<file path="config.mk">
export PLATFORM = sky130hd
export DESIGN_NAME = hilo_negate32
export DESIGN_NICKNAME = d
export VERILOG_FILES = /design/src/rtl/hilo_negate32.sv
export SDC_FILE = /design/constraint.sdc
export NUM_CORES = 1
export LEC_CHECK = 0
export CORE_MARGIN = 3
export CORE_UTILIZATION = 28
export DETAILED_ROUTE_END_ITERATION = 12
export GPL_TIMING_DRIVEN = 1
export PLACE_DENSITY = 0.88
export SYNTH_ARGS = -nofsm -noshare
export SYNTH_HDL_FRONTEND = slang
export SYNTH_SLANG_ARGS = --single-unit
</file>
<file path="constraint.sdc">
create_clock -name vclk -period 2.6
set_clock_uncertainty 0.2 [all_clocks]
set_input_delay 0.52 -clock vclk [all_inputs]
set_output_delay 0.52 -clock vclk [all_outputs]
set_load 0.02 [all_outputs]
</file>
<file path="src/rtl/hilo_negate32.sv">
// One 32-bit slice of a two's-complement negation: Sum = ~Operand + CarryIn.
module hilo_negate32 (
   input  logic [31:0] Operand,
   input  logic        CarryIn,
   output logic [31:0] Sum,
   output logic        CarryOut
);

   assign {CarryOut, Sum} = {1'b0, ~Operand} + {32'd0, CarryIn};

endmodule

</file>
==> results of run 1 <==
synth_stat cells:
cell type	instances	area [um2]
nor4_1	3	18.8
ha_1	2	25.0
nor3b_1	2	15.0
or4_1	1	7.51
nor4_4	1	21.3
or4_4	2	22.5
or2_2	1	6.26
nand2_1	4	15.0
nand3b_1	1	7.51
nand3_1	1	5.00
xnor2_1	19	166
or3_1	5	31.3
nand4_1	5	31.3
nor4_2	3	37.5
nor3_1	12	60.1
and2_1	2	12.5
o21a_1	1	7.51
nor2_1	6	22.5
nor4b_1	1	8.76
a21boi_0	1	7.51
nand2b_1	1	6.26
nor2b_1	2	12.5
nor4b_2	1	15.0
nand4b_1	1	8.76
inv_1	1	3.75
xor2_1	10	87.6
logic make-up after synthesis:
group                      Yosys count  share of synthesized area
xor gates and xnor gates            29                      0.383
buffers and inverters                1                    0.00565
AOI/OAI and AO/OA                    2                     0.0226
adders and majority gates            2                     0.0377
and+or+nand+nor                     55                      0.551
what timing repair did:
item,in CTS
endpoints found under the hold margin,0
buffers inserted,4
resized for setup,240
cloned,1
pin swaps,27
setup endpoints to repair,33
hold buffers,0
layer usage:
metal | GRT usage | overflow
met5 | 0 | 0
met4 | 0.672 | 7
met3 | 0.463 | 1
met2 | 0.839 | 12
met1 | 0.610 | 0
through the flow:
stage,cells,setup TNS [ns],setup slack (ns),cell area [um2]
2_1_floorplan,89,-0.906,-0.151,762
3_3_place_gp,226,-25.34,-1.12,1790
3_5_place_dp,226,-27.23,-1.19,1790
4_1_cts,231,-3.38,-0.432,1940
==> run metrics, run 1 <==
status aborted with a tool error; last flow stage reached global routing; Stop Error [ERROR GRT-0232] Routing congestion too high. Check the congestion heatmap in the GUI.; Ys Warns 0; register area share after synthesis 0; GPL Wtd Cong 0.823; syn avg cell area 7.45 um2; Rows 16; largest net degree at the start of global routing 9; Port Buffers 66; initial antenna violation count 2; Worst-path end type top-level output; GRT Total Usage 0.637; total gr overflow 20; area of the mapped netlist 663 um2; die height 54.7 um; distinct cell type count after synthesis 26; Syn Nets 124; io pins 66; Synth Instances 89; GRT worst endpoint Sum[29]; starting density of the core 0.315; Die Wd 54.7 um; DP Wirelength 2780 um
==> run 2, diff against run 1 <==
--- a/config.mk
+++ b/config.mk
@@ -5,11 +5,11 @@
 export SDC_FILE = /design/constraint.sdc
 export NUM_CORES = 1
 export LEC_CHECK = 0
-export CORE_MARGIN = 3
-export CORE_UTILIZATION = 28
+export CORE_AREA = 3 3 64 66
 export DETAILED_ROUTE_END_ITERATION = 12
+export DIE_AREA = 0 0 67 69
 export GPL_TIMING_DRIVEN = 1
-export PLACE_DENSITY = 0.88
+export PLACE_DENSITY_LB_ADDON = 0.15
 export SYNTH_ARGS = -nofsm -noshare
 export SYNTH_HDL_FRONTEND = slang
 export SYNTH_SLANG_ARGS = --single-unit
==> constraint.sdc (replaced) <==
create_clock -name vclk -period 3.4
set_clock_uncertainty 0.2 [all_clocks]
set_input_delay 0.68 -clock vclk [all_inputs]
set_output_delay 0.68 -clock vclk [all_outputs]
set_load 0.02 [all_outputs]
==> run 2 against run 1 <==
Effect of this change:
- the flow now finishes without violations
- synthesized cell count unchanged
- area after synthesis is the same
==> run metrics, run 2 <==
initial antenna violation count 0; fraction of layout cells with a size suffix above 1 0.477; GPL Wtd Cong 0.664 (was 0.823); fillers 398; Synth top area share 0.251 (unchanged); distinct cell type count after synthesis 26 (unchanged); Max-Cap Viols 0; max frequency 302 MHz; Max stage delay on crit path 0.49 ns; Pwr Total 0.174 mW; setup TNS 0 ns; hold crit path type in2out; number of hold buffers added after CTS 0 (unchanged); die height 69 um (was 54.7 um); area of the core 3630 um2; final period utilization 0.974; register area share after synthesis 0 (unchanged); initial drt markers 27; first-pass GRT wire length 4980 um; routed length per placed instance 11.5 um; Worst VDD drop 0.0395 mV; Placed Area 1680 um2 (was 1790 um2); Via-to-Cell Ratio 4.31; status completed (was aborted with a tool error); CP Launch Type input port; final hold viol count 0; die area 4620 um2; GRT Total Usage 0.125; antenna cells 0; Critical Path Fanout Max 3; total gr overflow 0; Register Area 0 um2; Syn Nets 124 (unchanged); most frequent cells in the layout buf_4 (48), clkdlybuf4s50_1 (24), xnor2_1 (19), buf_2 (15), xor2_1 (10); Port Buffers 66 (unchanged); starting density of the core 0.183 (was 0.315); DP Wirelength 2460 um (was 2780 um); commonest non-fill, non-tap cell in the layout buf_4; clock buf count 0; power density cells 99.7 nW/um2; unrepaired setup endpoints after global routing no; Rows 22 (was 16); critical path class in2out; io pins 66 (unchanged); CP bufs+invs 2; Setup crit end kind output pin; largest net degree at the start of global routing 10; vias in the first global route 1,173; Crit path max-delay family simple AND/OR/NAND/NOR gates; Synth area leader xnor2_1 (unchanged); Layout Cells excl Fill 245; area delta synth->final 163%; Finished Cell Area 1750 um2; hold_ws 1.49 ns; Placed Cells 243 (was 226); Slowest-stage cell, CP or4_4; Worst Setup SP Operand[16]; final worst setup slack 0.0884 ns; Post-synth top cells xnor2_1 (19), nor3_1 (12), xor2_1 (10), nor2_1 (6) (unchanged); HP Start Operand[18]; DP Worst Slack -0.714 ns (was -1.19 ns); Synth area leaders xnor2_1 (25%), xor2_1 (13%), nor3_1 (9.1%) (unchanged); fin util 0.480; Via Count 1,056; max-slew violation count 0; area of the mapped netlist 663 um2 (unchanged); cells along the critical path clkdlybuf4s15_1, or4_4, or4_4, nor4_4, xnor2_1, buf_4; syn avg cell area 7.45 um2 (unchanged); FFs & Latches 0; sum of routed wire length over all layers 2830 um; ANT nets after route 0; Ys Warns 0 (unchanged); setup violators final 0; Final nets 234; Leak Pwr 0.733 nW; Synth Instances 89 (unchanged); Rel. slew slack 0.779; worst-margin pin slew 0.331 ns; WP data arrival 2.43 ns; most frequent CP cell or4_4; WP data required 2.52 ns; residual DRC count 0; most common cell in the netlist xnor2_1 (unchanged); Die Wd 67 um (was 54.7 um); Tmin final 3.31 ns; First-pass DRT Iterations 4
run 2: path summary, 6_finish.rpt:
check / to / slack [ns] / depth (start not counted)
max: Sum[24] / 0.09 / 6
min: Sum[18] / 1.49 / 3
run 2: tightest hold or removal path, cell delays in order:
cell and delay, ns:
buf_2 0.11, xnor2_1 0.07, buf_4 0.15
run 2: kinds of logic (layout without fill, tap and decap cells):
family / count (synthesis) / count (layout) / share of synthesized area
and+or+nand+nor: 55 / 55 / 0.551
xor gates and xnor gates: 29 / 29 / 0.383
adders and majority gates: 2 / 2 / 0.0377
buffers and inverters: 1 / 109 / 0.00565
AOI/OAI and AO/OA: 2 / 2 / 0.0226
run 2: repair_timing:
item / 4_1_cts / 5_1_grt
setup buffers: 0 / 2
pin swaps: 11 / 10
setup endpoints to repair: 28 / 25
cloned: 0 / 0
gates resized for setup: 137 / 24
run 2: where the power goes:
group	switching [mW]	internal, mW
clock	0	0
sequential	0	0
combinational	0.0795	0.0945
run 2: area by class of cell:
| type | count | area, um2 | area share |
|---|---|---|---|
| Tap cell | 48 | 60.1 | 0.0344 |
| Inverter | 1 | 3.75 | 0.00215 |
| Multi-Input combinational cell | 88 | 778 | 0.446 |
| Timing Repair Buffer | 108 | 903 | 0.518 |
run 2: routing by layer:
metal	global-route usage	part of all wire
met4	0.00676	0.0050
met3	0.0114	0.076
met2	0.242	0.53
met1	0.150	0.39
met5	0	0
No activity file was read; power rests on OpenSTA's default activity.
